==> config.mk <==
export PLATFORM = sky130hd
export DESIGN_NAME = add_acc32_flat
export DESIGN_NICKNAME = d
export VERILOG_FILES = /design/src/rtl/add_acc32_if.sv /design/src/rtl/add_acc32.sv /design/src/flat_wrapper.sv
export SDC_FILE = /design/constraint.sdc
export NUM_CORES = 1
export LEC_CHECK = 0
export BUFFER_PORTS_ARGS = -buffer_cell sky130_fd_sc_hd__buf_2
export CAP_MARGIN = 5
export CORE_MARGIN = 5
export CORE_UTILIZATION = 30
export DETAILED_ROUTE_END_ITERATION = 12
export GPL_TIMING_DRIVEN = 0
export PLACE_DENSITY = 0.56
export SLEW_MARGIN = 0
export SYNTH_ARGS = -nofsm -noshare
export SYNTH_HDL_FRONTEND = slang
export SYNTH_SLANG_ARGS = --single-unit
==> constraint.sdc <==
create_clock -name clock -period 16.95 [get_ports clock]
set_clock_uncertainty 0.15 [all_clocks]
set_input_delay 0.8475 -clock clock [delete_from_list [all_inputs] [get_ports clock]]
set_output_delay 0.8475 -clock clock [all_outputs]
set_load 0.1 [all_outputs]
==> src/rtl/add_acc32_if.sv <==
// rtl/add_acc32_if.sv - operand/result handshake bundle for the streaming accumulator
interface add_acc32_if #(
    parameter int CNT_W = 8
);
    logic             in_valid;
    logic             in_ready;
    logic [31:0]      in_data;
    logic             in_last;
    logic             out_valid;
    logic             out_ready;
    logic [31:0]      out_sum;
    logic             out_carry;
    logic [CNT_W-1:0] out_count;

    modport master (
        output in_valid, in_data, in_last, out_ready,
        input  in_ready, out_valid, out_sum, out_carry, out_count
    );

    modport slave (
        input  in_valid, in_data, in_last, out_ready,
        output in_ready, out_valid, out_sum, out_carry, out_count
    );
endinterface

==> src/rtl/add_acc32.sv <==
// rtl/add_acc32.sv - packet accumulator over a 32-bit ripple-carry adder; ACC_SAT_EN selects saturating total
module add_acc32_rca32 (
    input  logic [31:0] a,
    input  logic [31:0] b,
    input  logic        ci,
    output logic [31:0] s,
    output logic        co
);
    logic c;

    always_comb begin
        c = ci;
        s = '0;
        for (int i = 0; i < 32; i++) begin
            s[i] = a[i] ^ b[i] ^ c;
            c    = (a[i] & b[i]) | (c & (a[i] ^ b[i]));
        end
        co = c;
    end
endmodule

module add_acc32 #(
    parameter int CNT_W = 8
) (
    input  logic        clock,
    input  logic        reset,
    add_acc32_if.slave  bus
);
    typedef enum logic [1:0] {
        IDLE = 2'd0,
        ACC  = 2'd1,
        DONE = 2'd2
    } state_t;

    state_t           state_q;
    state_t           state_d;
    logic [31:0]      acc;
    logic             cflag;
    logic [CNT_W-1:0] cnt;
    logic [31:0]      s;
    logic             co;
    logic [31:0]      acc_next;
    logic             accept;

    add_acc32_rca32 u_adder (
        .a  (acc),
        .b  (bus.in_data),
        .ci (1'b0),
        .s  (s),
        .co (co)
    );

    assign bus.in_ready  = (state_q != DONE);
    assign bus.out_valid = (state_q == DONE);
    assign bus.out_sum   = acc;
    assign bus.out_carry = cflag;
    assign bus.out_count = cnt;
    assign accept        = bus.in_valid && bus.in_ready;

`ifdef ACC_SAT_EN
    // Any carry-out pins the total at all-ones; further nonzero beats carry again
    assign acc_next = co ? 32'hFFFF_FFFF : s;
`else
    assign acc_next = s;
`endif

    always_comb begin
        state_d = state_q;
        case (state_q)
            IDLE: begin
                if (accept) begin
                    state_d = bus.in_last ? DONE : ACC;
                end
            end
            ACC: begin
                if (accept && bus.in_last) begin
                    state_d = DONE;
                end
            end
            DONE: begin
                if (bus.out_ready) begin
                    state_d = IDLE;
                end
            end
            default: state_d = IDLE;
        endcase
    end

    always_ff @(posedge clock) begin
        if (reset) begin
            state_q <= IDLE;
            acc     <= '0;
            cflag   <= 1'b0;
            cnt     <= '0;
        end else begin
            state_q <= state_d;
            if (accept) begin
                acc   <= acc_next;
                cflag <= cflag | co;
                if (cnt != {CNT_W{1'b1}}) begin
                    cnt <= cnt + 1'b1;
                end
            end else if (state_q == DONE && bus.out_ready) begin
                acc   <= '0;
                cflag <= 1'b0;
                cnt   <= '0;
            end
        end
    end
endmodule

==> src/flat_wrapper.sv <==
// flat-port wrapper written by rule: the top's interface ports become plain ports
module add_acc32_flat 
#(
    parameter int CNT_W = 8
)
  (clock, reset, bus_in_valid, bus_in_data, bus_in_last, bus_out_ready, bus_in_ready, bus_out_valid, bus_out_sum, bus_out_carry, bus_out_count);
  add_acc32_if #(.CNT_W(CNT_W)) bus_i ();
  input  logic clock;
  input  logic reset;
  input wire logic [$bits(bus_i.in_valid)-1:0] bus_in_valid;
  input wire logic [$bits(bus_i.in_data)-1:0] bus_in_data;
  input wire logic [$bits(bus_i.in_last)-1:0] bus_in_last;
  input wire logic [$bits(bus_i.out_ready)-1:0] bus_out_ready;
  output wire logic [$bits(bus_i.in_ready)-1:0] bus_in_ready;
  output wire logic [$bits(bus_i.out_valid)-1:0] bus_out_valid;
  output wire logic [$bits(bus_i.out_sum)-1:0] bus_out_sum;
  output wire logic [$bits(bus_i.out_carry)-1:0] bus_out_carry;
  output wire logic [$bits(bus_i.out_count)-1:0] bus_out_count;
  assign bus_i.in_valid = bus_in_valid;
  assign bus_i.in_data = bus_in_data;
  assign bus_i.in_last = bus_in_last;
  assign bus_i.out_ready = bus_out_ready;
  assign bus_in_ready = bus_i.in_ready;
  assign bus_out_valid = bus_i.out_valid;
  assign bus_out_sum = bus_i.out_sum;
  assign bus_out_carry = bus_i.out_carry;
  assign bus_out_count = bus_i.out_count;
  add_acc32 #(.CNT_W(CNT_W)) u_core (.clock(clock), .reset(reset), .bus(bus_i));
endmodule
==> impl_metrics.env, run 1 <==
export IMPL_fp_dieW_um=101
export IMPL_cts_resized=0
export IMPL_synthTopCellsByArea="dfxtp_1 34%, fa_1 25%, a2bb2oi_1 9.8%"
export IMPL_rows=33
export IMPL_synth_mux_area_fraction=0
export IMPL_power_per_cell_area_nw_per_um2=112
export IMPL_fin_ws_ns=3.57
export IMPL_synthSimpleGateAreaFrac=0.114
export IMPL_h_tree_depth=2
export IMPL_max_freq_ghz=0.0747
export IMPL_pwr_share_comb=0.472
export IMPL_pwr_share_seq=0.347
export IMPL_max_stage_delay_ns=0.44
export IMPL_grt_use_total=0.121
export IMPL_dpl_cell_area_um2=3020
export IMPL_worstHoldPathType="reg2reg"
export IMPL_drt_wl_total_mm=5.85
export IMPL_cts_made_buffers=5
export IMPL_drc_errors=0
export IMPL_max_cap_violations=0
export IMPL_layout_drive_gt1_share=0.271
export IMPL_crit_type="in2reg"
export IMPL_pre_cts_ws_ns=3.18
export IMPL_synth_common_cells="59 x inv_1, 43 x dfxtp_1, 36 x nor2_1, 31 x fa_1, 28 x a2bb2oi_1"
export IMPL_p_leak_nw=1.44
export IMPL_clkSinkCount=43
export IMPL_io_pins=80
export IMPL_ys_seq_area_frac=0.344
export IMPL_avgRoutedWirePerCell_um=12.9
export IMPL_yosysWarnings=0
export IMPL_cp_endpoint="u_core.bus.out_sum[31]"
export IMPL_yosysTopAreaCell="dfxtp_1"
export IMPL_vias=2014
export IMPL_core_um2=8180
export IMPL_clkTransAtPathRegs_ns=0.08
export IMPL_r2r_setup_slack_ns=3.82
export IMPL_start_util=0.306
export IMPL_postCtsSetupBuffers=0
export IMPL_synth_area_um2=2500
export IMPL_syn_area_per_cell_um2=9.58
export IMPL_chipHeight_um=101
export IMPL_finalMaxSlewViolations=0
export IMPL_ff2ff_path_depth=36
export IMPL_synth_top_area_frac=0.344
export IMPL_antenna_cells=0
export IMPL_worstSetupEndpointType="flop"
export IMPL_io_buffers=78
export IMPL_finalSetupViolations=0
export IMPL_syn_nets=331
export IMPL_cts_tree="done"
export IMPL_final_area_um2=3100
export IMPL_async_flop_share=0
export IMPL_rsz0062_at_grt="no"
export IMPL_grt_max_degree=13
export IMPL_cts_path_max_buffers=2
export IMPL_r2r_start="u_core.bus.out_sum[0]"
export IMPL_internal_power_mw=0.187
export IMPL_power_switching_mw=0.161
export IMPL_yosysMostFrequentCell="inv_1"
export IMPL_startpoint="bus_in_data[0]"
export IMPL_area_delta_synth_final_pct=24.1
export IMPL_ir_drop_uv=49.4
export IMPL_r2r_end="u_core.bus.out_sum[31]"
export IMPL_ys_flop_type="dfxtp_1"
export IMPL_status="finished, final reports clean"
export IMPL_tns_ns=0
export IMPL_hold_buffers=0
export IMPL_grt_pass1_vias=2054
export IMPL_fillCellCount=863
export IMPL_synth_top_family_by_area="adder cells"
export IMPL_power_frac_clock=0.181
export IMPL_ant_nets=0
export IMPL_synth_edf_count=0
export IMPL_fin_nets=416
export IMPL_period_needed_ns=13.38
export IMPL_synth_cell_type_count=31
export IMPL_dpl_hpwl_mm=4.68
export IMPL_synth_xor_area_frac=0
export IMPL_tightest_slew_ns=0.516
export IMPL_drt_vias_per_instance=4.46
export IMPL_antenna_found_initial=0
export IMPL_slew_headroom=0.659
export IMPL_gp_congestion=0.746
export IMPL_drt_pass1_iter_count=4
export IMPL_start_kind="input port"
export IMPL_timing_critical_path_mode_cell="fa_1"
export IMPL_first_iter_violations=45
export IMPL_fin_crit_sh=0.789
export IMPL_swShare=0.463
export IMPL_synthCells=261
export IMPL_synth_ff_latch_count=43
export IMPL_clock_root_buffer="clkbuf_8"
export IMPL_synth_compound_area_frac=0.170
export IMPL_clock_latency_ns=0.29
export IMPL_power_total_mw=0.348
export IMPL_synth_adder_area_share=0.258
export IMPL_critical_path_slowest_cell="fa_1"
export IMPL_cp_max_fo=1
export IMPL_finalHoldViolCount=0
export IMPL_die_area_um2=10300
export IMPL_arrival_ns=13.40
export IMPL_grt_overflow=0
export IMPL_required_ns=16.97
export IMPL_grt_pass1_wl_mm=9.85
cell type report:
| class | instances | area (um^2) | share of cell area |
|---|---|---|---|
| Tap cell | 105 | 131 | 0.0423 |
| Sequential cell | 43 | 861 | 0.277 |
| Clock buffer | 7 | 76.3 | 0.0246 |
| Timing Repair Buffer | 78 | 390 | 0.126 |
| Buffer | 13 | 62.6 | 0.0202 |
| Inverter | 59 | 221 | 0.0714 |
| Multi-Input combinational cell | 146 | 1360 | 0.437 |
| Clock inverter | 1 | 5.00 | 0.00161 |
sequential cells by signal, indices dropped and copies added, names as in the netlist:
name / count
u_core.bus.out_carry: 1
u_core.bus.out_count: 8
u_core.state_q: 2
u_core.bus.out_sum: 32
placed cells by master (no fill, tap or decap), types with 3 or more instances in the layout:
| master | netlist | routed |
|---|---|---|
| a21oi_1 | 4 | 4 |
| a22oi_1 | 5 | 5 |
| a2bb2oi_1 | 28 | 28 |
| a31oi_1 | 3 | 3 |
| buf_2 | 5 | 83 |
| clkbuf_1 | 7 | 9 |
| clkbuf_8 | 0 | 5 |
| dfxtp_1 | 43 | 43 |
| fa_1 | 31 | 31 |
| inv_1 | 59 | 59 |
| nand2_1 | 4 | 4 |
| nand3_1 | 7 | 7 |
| nor2_1 | 36 | 36 |
| o211ai_1 | 5 | 5 |
| or3_1 | 3 | 3 |
power groups by stage:
stage / Combinational, mW / Sequential, mW / Clock [mW]
after floorplan: 0.0603 / 0.199 / 0
after global placement: 0.163 / 0.123 / 0
after detailed placement: 0.166 / 0.123 / 0
after CTS: 0.167 / 0.121 / 0.0662
after global routing: 0.178 / 0.123 / 0.0698
final: 0.164 / 0.121 / 0.0629
how the worst min path moves through the flow:
stage	startpoint	slack (ns)	depth (start not counted)	endpoint
global route	u_core.bus.out_carry	0.39	2	u_core.bus.out_carry
finish	u_core.bus.out_carry	0.35	2	u_core.bus.out_carry
detailed placement	u_core.bus.out_carry	0.34	2	u_core.bus.out_carry
floorplan	u_core.state_q[1]	0.30	1	u_core.state_q[0]
CTS	u_core.state_q[1]	0.36	1	u_core.state_q[0]
global placement	u_core.state_q[1]	0.32	1	u_core.state_q[0]
per-layer routing:
| metal | track usage | up-vias | share of wire |
|---|---|---|---|
| met4 | 0.0307 | 0 | 0.0079 |
| met5 | 0 | - | 0 |
| met1 | 0.158 | 947 | 0.46 |
| li1 | - | 1008 | - |
| met2 | 0.185 | 55 | 0.44 |
| met3 | 0.0496 | 4 | 0.094 |
stage by stage:
stage / util / hold slack [ns] / instances
final: 0.380 / 0.353 / 452
after global routing: 0.380 / 0.387 / 452
after CTS: 0.380 / 0.357 / 452
after detailed placement: 0.370 / 0.341 / 444
after global placement: 0.370 / 0.319 / 444
after floorplan: - / 0.296 / 261
cells by family (layout without fill, tap and decap cells):
family                   Yosys count  after routing
AO/OA/AOI/OAI                     52             52
adder cells (fa/ha/maj)           33             33
buffers and inverters             72            158
flip-flops                        43             43
AND/OR/NAND/NOR                   61             61
critical path, delay by kind of cell:
| family | cells | cell delay [ns] |
|---|---|---|
| buffers and inverters | 3 | 0.21 |
| adders and majority gates | 32 | 12.07 |
| AOI/OAI and AO/OA | 1 | 0.18 |
| and+or+nand+nor | 1 | 0.05 |
Note: power is estimated with default switching activity, not from simulation.
==> run 2: changes to the inputs <==
--- a/config.mk
+++ b/config.mk
@@ -11,7 +11,7 @@
 export CORE_UTILIZATION = 30
 export DETAILED_ROUTE_END_ITERATION = 12
 export GPL_TIMING_DRIVEN = 0
-export PLACE_DENSITY = 0.56
+export PLACE_DENSITY = 0.58
 export SLEW_MARGIN = 0
 export SYNTH_ARGS = -nofsm -noshare
 export SYNTH_HDL_FRONTEND = slang
==> constraint.sdc (replaced) <==
create_clock -name clock -period 11.6 [get_ports clock]
set_clock_uncertainty 0.15 [all_clocks]
set_input_delay 0.58 -clock clock [delete_from_list [all_inputs] [get_ports clock]]
set_output_delay 0.58 -clock clock [all_outputs]
set_load 0.1 [all_outputs]
==> impl_metrics.env, run 2 (synthesized netlist as in run 1, its figures left out) <==
export IMPL_start_kind="input port"
export IMPL_clkTransAtPathRegs_ns=0.09
export IMPL_worstHoldPathType="reg2reg"
export IMPL_max_freq_ghz=0.0857
export IMPL_finalMaxSlewViolations=0
export IMPL_grt_pass1_wl_mm=10.1
export IMPL_core_um2=8180
export IMPL_fp_dieW_um=101
export IMPL_r2r_setup_slack_ns=-0.07
export IMPL_pre_cts_ws_ns=-0.560
export IMPL_chipHeight_um=101
export IMPL_status="complete, but fails checks"
export IMPL_dpl_hpwl_mm=4.81
export IMPL_max_stage_delay_ns=0.43
export IMPL_power_per_cell_area_nw_per_um2=161
export IMPL_cp_endpoint="u_core.bus.out_sum[31]"
export IMPL_timing_critical_path_mode_cell="fa_2"
export IMPL_grt_use_total=0.124
export IMPL_layout_drive_gt1_share=0.382
export IMPL_hold_slack_ns=0.346
export IMPL_h_tree_depth=2
export IMPL_violations="setup timing"
export IMPL_vias=2049
export IMPL_final_common_cell="buf_2"
export IMPL_critical_path_depth=37
export IMPL_first_iter_violations=46
export IMPL_drt_wl_total_mm=6.06
export IMPL_gp_congestion=0.735
export IMPL_r2r_end="u_core.bus.out_sum[31]"
export IMPL_antenna_cells=0
export IMPL_drt_vias_per_instance=4.52
export IMPL_rsz0062_at_grt="yes"
export IMPL_largest_reg_flops=32
export IMPL_p_leak_nw=1.44
export IMPL_hold_buffers=0
export IMPL_ir_drop_uv=88.6
export IMPL_antenna_found_initial=0
export IMPL_fin_ws_ns=-0.0753
export IMPL_r2r_start="u_core.bus.out_sum[0]"
export IMPL_io_pins=80
export IMPL_worstSetupEndpointType="flop"
export IMPL_area_delta_synth_final_pct=28.7
export IMPL_cts_made_buffers=5
export IMPL_cp_max_fo=1
export IMPL_finalHoldViolCount=0
export IMPL_grt_max_degree=14
export IMPL_tightest_slew_ns=0.518
export IMPL_layout_cells_non_filler=453
export IMPL_clock_latency_ns=0.29
export IMPL_crit_type="in2reg"
export IMPL_drt_pass1_iter_count=4
export IMPL_layout_common_cells="82 x buf_2, 57 x inv_1, 40 x dfxtp_1, 36 x nor2_1, 29 x fa_2"
export IMPL_cts_path_max_buffers=2
export IMPL_arrival_ns=11.69
export IMPL_clkSinkCount=43
export IMPL_ff2ff_path_depth=36
export IMPL_start_util=0.306
export IMPL_slew_headroom=0.655
export IMPL_clock_root_buffer="clkbuf_8"
export IMPL_placedCellCount=444
export IMPL_critical_path_slowest_cell="fa_1"
export IMPL_grt_pass1_vias=2153
export IMPL_io_buffers=78
export IMPL_ant_nets=0
export IMPL_period_needed_ns=11.68
export IMPL_cp_top_family="adder cells"
export IMPL_drc_errors=0
export IMPL_finalSetupViolations=1
export IMPL_max_cap_violations=0
export IMPL_rows=33
export IMPL_required_ns=11.62
export IMPL_startpoint="bus_in_data[0]"
export IMPL_grt_overflow=0
export IMPL_fin_nets=417
export IMPL_avgRoutedWirePerCell_um=13.4
export IMPL_fin_crit_sh=1.01
export IMPL_cts_tree="done"
export IMPL_path_buf_inv=3
export IMPL_die_area_um2=10300
## run 2: how the worst min path moves through the flow
stage               cells past startpoint                    end                  start
floorplan                               1      u_core.state_q[0]      u_core.state_q[1]
global placement                        1      u_core.state_q[0]      u_core.state_q[1]
detailed placement                      2  u_core.bus.out_sum[2]  u_core.bus.out_sum[2]
CTS                                     2      u_core.state_q[0]            bus_in_last
global route                            2      u_core.state_q[0]            bus_in_last
finish                                  2  u_core.bus.out_sum[2]  u_core.bus.out_sum[2]
## run 2: what timing repair did
| action | CTS | global route |
|---|---|---|
| setup buffers | 0 | 1 |
| gates resized for setup | 3 | 5 |
| endpoints found under the hold margin | 0 | 0 |
| pin swaps | 1 | 3 |
| setup endpoints to repair | 2 | 4 |
## run 2: report_power, final
part           leakage (nW)  total [mW]  internal [mW]  switching, mW
registers             0.355       0.177          0.164         0.0130
logic                  1.04       0.248         0.0719          0.176
clock network        0.0477      0.0948         0.0413         0.0534
## run 2: through the flow
stage	cell area, um^2	power [mW]	setup TNS, ns	utilization
finish	3220	0.520	-0.0753	0.394
global route	3220	0.553	-0.567	0.394
CTS	3200	0.526	-0.185	0.391
detailed placement	3110	0.429	-1.27	0.380
global placement	3110	0.424	-1.16	0.380
floorplan	2590	0.383	0	-
## run 2: layout make-up
| type | count | area (um^2) |
|---|---|---|
| clock buffer | 5 | 68.8 |
| tap | 105 | 131 |
| buffer | 13 | 62.6 |
| fill | 852 | 4960 |
| inverter | 59 | 221 |
| clock inverter | 3 | 15.0 |
| timing repair buffer | 79 | 404 |
| multi-input combinational | 146 | 1450 |
| sequential | 43 | 870 |
## run 2: layer usage
layer | wire length [um] | up-vias | share of wire | GRT usage
met1 | 2660 | 976 | 0.44 | 0.155
met3 | 509 | 4 | 0.084 | 0.0468
met4 | 46 | 0 | 0.0076 | 0.0307
met5 | 0 | - | 0 | 0
met2 | 2850 | 56 | 0.47 | 0.202
li1 | - | 1013 | - | -
## run 2: worst min-delay path: cells and delay by family, from the launching register on
kind,cells,cell delay [ns]
DFF,1,0.34
and+or+nand+nor,1,0.07
AOI/OAI and AO/OA,1,0.06
